$ cat src/rtl/mem_arbiter.sv
// mem_arbiter: two-master arbiter in front of the single-port 32-bit system RAM.
// Define MEM_ARBITER_RR_EN for strict round-robin instead of priority + starvation guard.
module mem_arbiter #(
    parameter int ADDR_W   = 16,
    parameter int MAX_WAIT = 8
) (
    input  logic              clk,
    input  logic              rst_n,
    input  logic              m0_rd_en,
    input  logic              m0_wr_en,
    input  logic [ADDR_W-1:0] m0_addr,
    input  logic [31:0]       m0_wr_data,
    input  logic [3:0]        m0_wr_mask,
    output logic [31:0]       m0_rd_data,
    output logic              m0_rd_valid,
    output logic              m0_wr_ack,
    input  logic              m1_rd_en,
    input  logic              m1_wr_en,
    input  logic [ADDR_W-1:0] m1_addr,
    input  logic [31:0]       m1_wr_data,
    input  logic [3:0]        m1_wr_mask,
    output logic [31:0]       m1_rd_data,
    output logic              m1_rd_valid,
    output logic              m1_wr_ack,
    output logic              mem_rd_en,
    output logic              mem_wr_en,
    output logic [ADDR_W-1:0] mem_addr,
    output logic [31:0]       mem_wr_data,
    output logic [3:0]        mem_wr_mask,
    input  logic [31:0]       mem_rd_data,
    output logic              busy
);

    localparam logic [1:0] S_IDLE   = 2'd0;
    localparam logic [1:0] S_ACCESS = 2'd1;
    localparam logic [1:0] S_RESP   = 2'd2;

    logic [1:0]        r_state;
    logic              r_owner;
    logic              r_wr;
    logic [ADDR_W-1:0] r_addr;
    logic [31:0]       r_wr_data;
    logic [3:0]        r_wr_mask;

    logic w_m0_pend;
    logic w_m1_pend;
    logic w_any;
    logic w_grant1;
    logic w_idle;
    logic w_access;
    logic w_resp;

    assign w_m0_pend = m0_rd_en | m0_wr_en;
    assign w_m1_pend = m1_rd_en | m1_wr_en;
    assign w_any     = w_m0_pend | w_m1_pend;
    assign w_idle    = (r_state == S_IDLE);
    assign w_access  = (r_state == S_ACCESS);
    assign w_resp    = (r_state == S_RESP);

`ifdef MEM_ARBITER_RR_EN
    logic r_last;

    // Contention goes to whoever did not win the previous grant.
    assign w_grant1 = w_m1_pend & (~w_m0_pend | ~r_last);

    always_ff @(posedge clk or negedge rst_n) begin
        if (!rst_n) begin
            r_last <= 1'b1;
        end else if (w_idle && w_any) begin
            r_last <= w_grant1;
        end
    end
`else
    localparam int CNT_W = $clog2(MAX_WAIT + 2);
    localparam logic [CNT_W-1:0] MAX_CNT = CNT_W'(MAX_WAIT);

    logic [CNT_W-1:0] r_wait_cnt;

    assign w_grant1 = w_m1_pend &
                      (~w_m0_pend | (r_wait_cnt == MAX_CNT));

    // Counts master 1 losses in IDLE; saturates so the force stays armed.
    always_ff @(posedge clk or negedge rst_n) begin
        if (!rst_n) begin
            r_wait_cnt <= '0;
        end else if (w_idle && w_any) begin
            if (w_grant1) begin
                r_wait_cnt <= '0;
            end else if (w_m1_pend && (r_wait_cnt != MAX_CNT)) begin
                r_wait_cnt <= r_wait_cnt + 1'b1;
            end
        end
    end
`endif

    always_ff @(posedge clk or negedge rst_n) begin
        if (!rst_n) begin
            r_state   <= S_IDLE;
            r_owner   <= 1'b0;
            r_wr      <= 1'b0;
            r_addr    <= '0;
            r_wr_data <= '0;
            r_wr_mask <= '0;
        end else begin
            case (r_state)
                S_IDLE: begin
                    if (w_any) begin
                        r_state <= S_ACCESS;
                        r_owner <= w_grant1;
                        if (w_grant1) begin
                            r_wr      <= m1_wr_en;
                            r_addr    <= m1_addr;
                            r_wr_data <= m1_wr_data;
                            r_wr_mask <= m1_wr_mask;
                        end else begin
                            r_wr      <= m0_wr_en;
                            r_addr    <= m0_addr;
                            r_wr_data <= m0_wr_data;
                            r_wr_mask <= m0_wr_mask;
                        end
                    end
                end
                S_ACCESS: begin
                    r_state <= r_wr ? S_IDLE : S_RESP;
                end
                S_RESP: begin
                    r_state <= S_IDLE;
                end
                default: begin
                    r_state <= S_IDLE;
                end
            endcase
        end
    end

    // Writes to address 0 are acknowledged but never reach the RAM.
    assign mem_rd_en   = w_access & ~r_wr;
    assign mem_wr_en   = w_access & r_wr & (r_addr != '0);
    assign mem_addr    = w_access ? r_addr : '0;
    assign mem_wr_data = w_access ? r_wr_data : '0;
    assign mem_wr_mask = w_access ? r_wr_mask : 4'b1111;

    assign m0_wr_ack   = w_access & r_wr & ~r_owner;
    assign m1_wr_ack   = w_access & r_wr & r_owner;
    assign m0_rd_valid = w_resp & ~r_owner;
    assign m1_rd_valid = w_resp & r_owner;
    assign m0_rd_data  = m0_rd_valid ? mem_rd_data : '0;
    assign m1_rd_data  = m1_rd_valid ? mem_rd_data : '0;

    assign busy = ~w_idle;

endmodule

$ cat config.mk
export PLATFORM = sky130hd
export DESIGN_NAME = mem_arbiter
export DESIGN_NICKNAME = d
export VERILOG_FILES = /design/src/rtl/mem_arbiter.sv
export SDC_FILE = /design/constraint.sdc
export NUM_CORES = 1
export LEC_CHECK = 0
export CAP_MARGIN = 20
export CORE_AREA = 3 3 118 97
export DETAILED_ROUTE_END_ITERATION = 10
export DIE_AREA = 0 0 121 100
export GPL_TIMING_DRIVEN = 0
export PLACE_DENSITY = 0.81
export SKIP_LAST_GASP = 1
export SYNTH_ARGS = -nofsm -noshare
export SYNTH_HDL_FRONTEND = slang
export SYNTH_SLANG_ARGS = --single-unit
$ cat constraint.sdc
create_clock -name clk -period 2.9 [get_ports clk]
set_clock_uncertainty 0.2 [all_clocks]
set_input_delay 0.58 -clock clk [delete_from_list [all_inputs] [get_ports clk]]
set_output_delay 0.58 -clock clk [all_outputs]
set_load 0.05 [all_outputs]
== After elaboration in Yosys (flattened, before gate mapping) ==
Cells that the tools add are included.
Operators by class
  multiplexer cells: 14
  eq/ne operators: 5
  multiply operators: 0
  shift operators: 0
  reductions and logical operators: 7
  div/mod/pow operators: 0
  $add $sub $neg: 1
  bitwise operators: 16
  order comparisons: 0
Operators with widths (number)
  32-bit 2-to-1 mux: 4
  16-bit 2-to-1 mux: 2
  4-bit 2-to-1 mux: 4
  16-bit nonzero test: 1
  1-bit bitwise AND: 8
  4-bit by 1-bit adder with 4-bit output (second input constant): 1
  4-bit == test (second input constant): 1
  2-bit 2-to-1 mux: 2
  4-bit inequality test (second input constant): 1
  1-bit inverter: 4
  1-bit bitwise OR: 4
  2-bit one-hot mux with 2 select lines: 1
  2-bit AND reduction: 2
  2-bit by 1-bit == test with 1-bit output (second input constant): 1
  2-bit == test (second input constant): 1
  1-bit logical AND: 2
  2-bit logical NOT: 1
  2-bit inequality test (second input constant): 1
  2-bit nonzero test: 1
  1-bit 2-to-1 mux: 1
Word-level totals
  word-level logic and storage cells: 50
  memories kept: 0
  flip-flop bits (word level): 60
  bits in latches: 0
  bits in read-only memories: 0
  RAM bits: 0

== Longest topological paths before layout ==
  depth in word-level cells: 6
  mapped depth: 9

== Worst setup path after synthesis ==
No wires, ideal clock.
  path kind: flip-flop to output port
  start point: reg r_owner
  end point: out m0_rd_data[22]
  path slack: 0.235 ns
  stages on the path, launching flop included: 4
  data arrival time: 1.885 ns
  cell sequence: dfrtp_1 nor3b_1 clkbuf_1 and2_1
Between the ends
  longest elaborated chain between the ends: 3
Ends and longest elaborated chain
  from (decl): line 39  | logic r_owner;
  from (signal assigned): line 109  | r_owner <= w_grant1;
  1-bit inverter: line 145  | assign m0_rd_valid = w_resp & ~r_owner;
  1-bit bitwise AND: line 145
  named net m0_rd_valid: line 15  | output logic m0_rd_valid,
  32-bit 2-to-1 mux: line 147  | assign m0_rd_data = m0_rd_valid ? mem_rd_data : '0;
  to (decl): line 14  | output logic [31:0] m0_rd_data,
The timed path passes the listed nets, and every way through them passes these cells.

== Final worst setup path ==
  start point: reg r_state[0]
  end point: out mem_wr_mask[0]
Between the ends
  longest elaborated chain between the ends: 2
Ends and longest elaborated chain
  from (decl): line 38  | logic [1:0] r_state;
  from (signal assigned): line 124  | r_state <= r_wr ? S_IDLE : S_RESP;
  2-bit by 1-bit == test with 1-bit output: line 57  | assign w_access = (r_state == S_ACCESS);
  4-bit 2-to-1 mux: line 141  | assign mem_wr_mask = w_access ? r_wr_mask : 4'b1111;
  to (decl): line 29  | output logic [3:0] mem_wr_mask,
No other way between the ends.

==> flow_summary.json <==
{
  "status": "completed",
  "worstRegToRegCells": 8,
  "via_count_of_the_first_global_routing_pass": 4386,
  "synth-seq-cells": 60,
  "cp.arrival_ns": 1.99,
  "holdBufCountCts": 0,
  "grt_setup_unrepaired": "no",
  "path_clk_slew_ns": 0.05,
  "net_switching_power_mw": 4.08,
  "globalRoute.totalOverflow": 0,
  "dieArea_um2": 12100,
  "startpoint_type": "flip-flop",
  "fin_worst_hold_slack_ns": 0.0565,
  "worstSetupEndpoint": "mem_wr_mask[0]",
  "worstSetupEndpointType": "primary output",
  "largest_net_degree_at_the_start_of_global_routing": 37,
  "comb_power_share": 0.659,
  "p_leak_nw": 3.01,
  "hold_class": "in2async",
  "vias": 4305,
  "synth.yosys.seq_area_share": 0.416,
  "ff2ff_setup_slack_ns": 0.63,
  "reg_to_reg_endpoint": "r_wr_data[23]",
  "switching_share": 0.528,
  "synthesis.nets": 612,
  "first_iteration_detailed_routing_drc_count": 201,
  "fin_nets": 888,
  "gpl.final_weighted_congestion": 0.946,
  "maxSlewViolCount": 0,
  "grt_first_pass_wirelength_um": 22900,
  "vdd_drop_max_mv": 0.734,
  "max-clock-path-buffers": 2,
  "synthesized_cell_area_um2": 3610,
  "die-width_um": 121,
  "share_clk_of_total_power": 0.142,
  "yosysWarnings": 0,
  "final_layout_size_suffix_gt1_frac": 0.205,
  "synth-async-reset-ratio": 1.00,
  "grt_util_all_layers": 0.242,
  "slew_headroom": 0.613,
  "tritoncts_sinks": 60,
  "post_synthesis_mean_instance_area_um2": 7.72,
  "dpl.cell_count": 873,
  "floorplan.rows": 33,
  "cts_tree": "done",
  "synth_edf_count": 0,
  "dpl.hpwl_um": 12100,
  "fillerInstances": 876,
  "routed_wire_length_per_instance_um": 16.6,
  "die-height_um": 100,
  "dr.pass1.iters": 4,
  "cts_inserted_buffers": 9,
  "setup.worst_path.start": "r_state[0]",
  "finalSetupViolCount": 0,
  "criticalPathCategory": "reg2out",
  "drt_drc_violations_left": 0,
  "p_seq_frac": 0.199,
  "drt_wl_total_um": 14800,
  "portBuffers": 264,
  "fmax_ghz": 0.361,
  "final-hold-violation-count": 0,
  "worst_skew_pair.late_latency_ns": 0.32,
  "final.min_clock_period_ns": 2.77,
  "number_of_distinct_library_cells_after_synthesis": 31,
  "post-layout-total-power_mw": 7.73,
  "reg2reg_from": "r_wait_cnt[0]",
  "synth_area_leader_cell": "dfrtp_1",
  "initial_utilization": 0.351,
  "area.growth.synth_to_final_pct": 81.8,
  "cts_repair_resize_count": 217,
  "synth.top_cells.by_area": "dfrtp_1, and2_1, nand2_1",
  "intPower_mw": 3.65,
  "ys_dominant_reg_cell": "dfrtp_1",
  "clock-root-buffer": "clkbuf_16",
  "maxCapViolCount": 0,
  "pin_count": 265,
  "yosysTopAreaCellShare": 0.416,
  "worst-slew-pin-transition_ns": 0.581,
  "syn-instance-count": 468,
  "finalSetupTns_ns": 0,
  "core_region_area_um2": 10300,
  "htreeDepth": 3,
  "p_per_area_nw_per_um2": 1180,
  "final.period_utilization": 0.955,
  "critPathMaxFanout": 10,
  "critPathRequiredTime_ns": 2.12,
  "postCtsSetupBuffers": 0,
  "instances_no_fill": 890,
  "route.detailed.vias_per_inst": 4.84,
  "ant_nets": 0,
  "number_of_antenna_violations_at_the_first_check_in_global_routing": 2
}
==> cell families after synthesis <==
family | Yosys count | synth area share
multiplexers | 1 | 0.00312
flip-flops | 60 | 0.416
AND/OR/NAND/NOR | 303 | 0.411
AO/OA/AOI/OAI | 64 | 0.114
buffers and inverters | 38 | 0.0499
adder cells (fa/ha/maj) | 2 | 0.00693
==> flip-flops by register name, summed over array words and instances (netlist names) <==
register,cells
r_state,2
r_wait_cnt,4
r_owner,1
r_wr_data,32
r_addr,16
r_wr,1
r_wr_mask,4
==> power by group through the flow <==
stage / combinational [mW] / sequential, mW / clock, mW
global route: 5.47 / 1.59 / 1.15
finish: 5.09 / 1.54 / 1.09
detailed placement: 5.32 / 1.55 / 0
floorplan: 3.57 / 1.46 / 0
global placement: 5.25 / 1.52 / 0
CTS: 5.13 / 1.54 / 1.11
==> cells in the mapped netlist (2+ instances only) <==
master,n
nor2_1,58
o21ai_0,5
nand3_1,3
dfrtp_1,60
and3b_1,2
inv_1,2
a21oi_1,3
buf_4,4
nand2_1,108
a31oi_1,52
and2_1,112
or2_2,2
buf_2,17
nor2b_1,3
clkbuf_1,13
nor4_1,5
nand2b_1,4
ha_1,2
==> worst max-delay path, cell delays in order, from the launching register on <==
cell	delay, ns
dfrtp_1	0.40
nor2b_1	0.15
buf_2	0.19
nand2b_1	0.12
clkdlybuf4s50_1	0.81
==> worst min path at each step <==
| stage | startpoint | end | slack (ns) |
|---|---|---|---|
| floorplan | rst_n | r_addr[0] | 0.08 |
| global placement | r_wait_cnt[2] | r_wait_cnt[2] | 0.30 |
| detailed placement | r_wait_cnt[3] | r_wait_cnt[3] | 0.33 |
| CTS | rst_n | r_wr_data[30] | 0.06 |
| global route | rst_n | r_wr_data[30] | 0.09 |
| finish | rst_n | r_wr_data[30] | 0.06 |
==> layer usage <==
metal  track usage  up-vias  share of wire
li1              -     2079              -
met1         0.266     1996           0.38
met2         0.439      204           0.51
met3        0.0744       26          0.083
met4        0.0932        0          0.028
met5             0        -              0
==> area by class of cell <==
cell class                 count  area (um^2)  share of cell area
tap                          140          175              0.0267
multi-input combinational    370         1940               0.295
sequential                    60         1500               0.229
timing repair buffer         265         2450               0.373
buffer                        36          181              0.0276
inverter                       2         7.51             0.00114
clock inverter                 3         45.0             0.00686
clock buffer                  12          267              0.0406
antenna                        2         5.00            0.000762
==> cells in the final DEF (no fill, tap or decap), drive strengths merged, types with 14 or more instances in the layout <==
| cell type | netlist | routed |
|---|---|---|
| dfrtp | 60 | 60 |
| a31oi | 52 | 52 |
| and2 | 112 | 112 |
| nor2 | 59 | 59 |
| nand2 | 108 | 108 |
| buf | 22 | 24 |
| dlygate4sd2 | 0 | 14 |
| clkdlybuf4s50 | 0 | 145 |
| clkbuf | 14 | 78 |
| clkdlybuf4s15 | 0 | 48 |
==> per-stage QoR <==
stage	cell area, um^2	util	setup WS, ns
2_1_floorplan	3610	-	0.235
3_3_place_gp	6430	0.625	-0.833
3_5_place_dp	6440	0.627	-0.290
4_1_cts	6750	0.656	-0.161
5_1_grt	6570	0.639	0.000928
6_report	6570	0.639	0.131
Power figures use the tool's default switching activity.
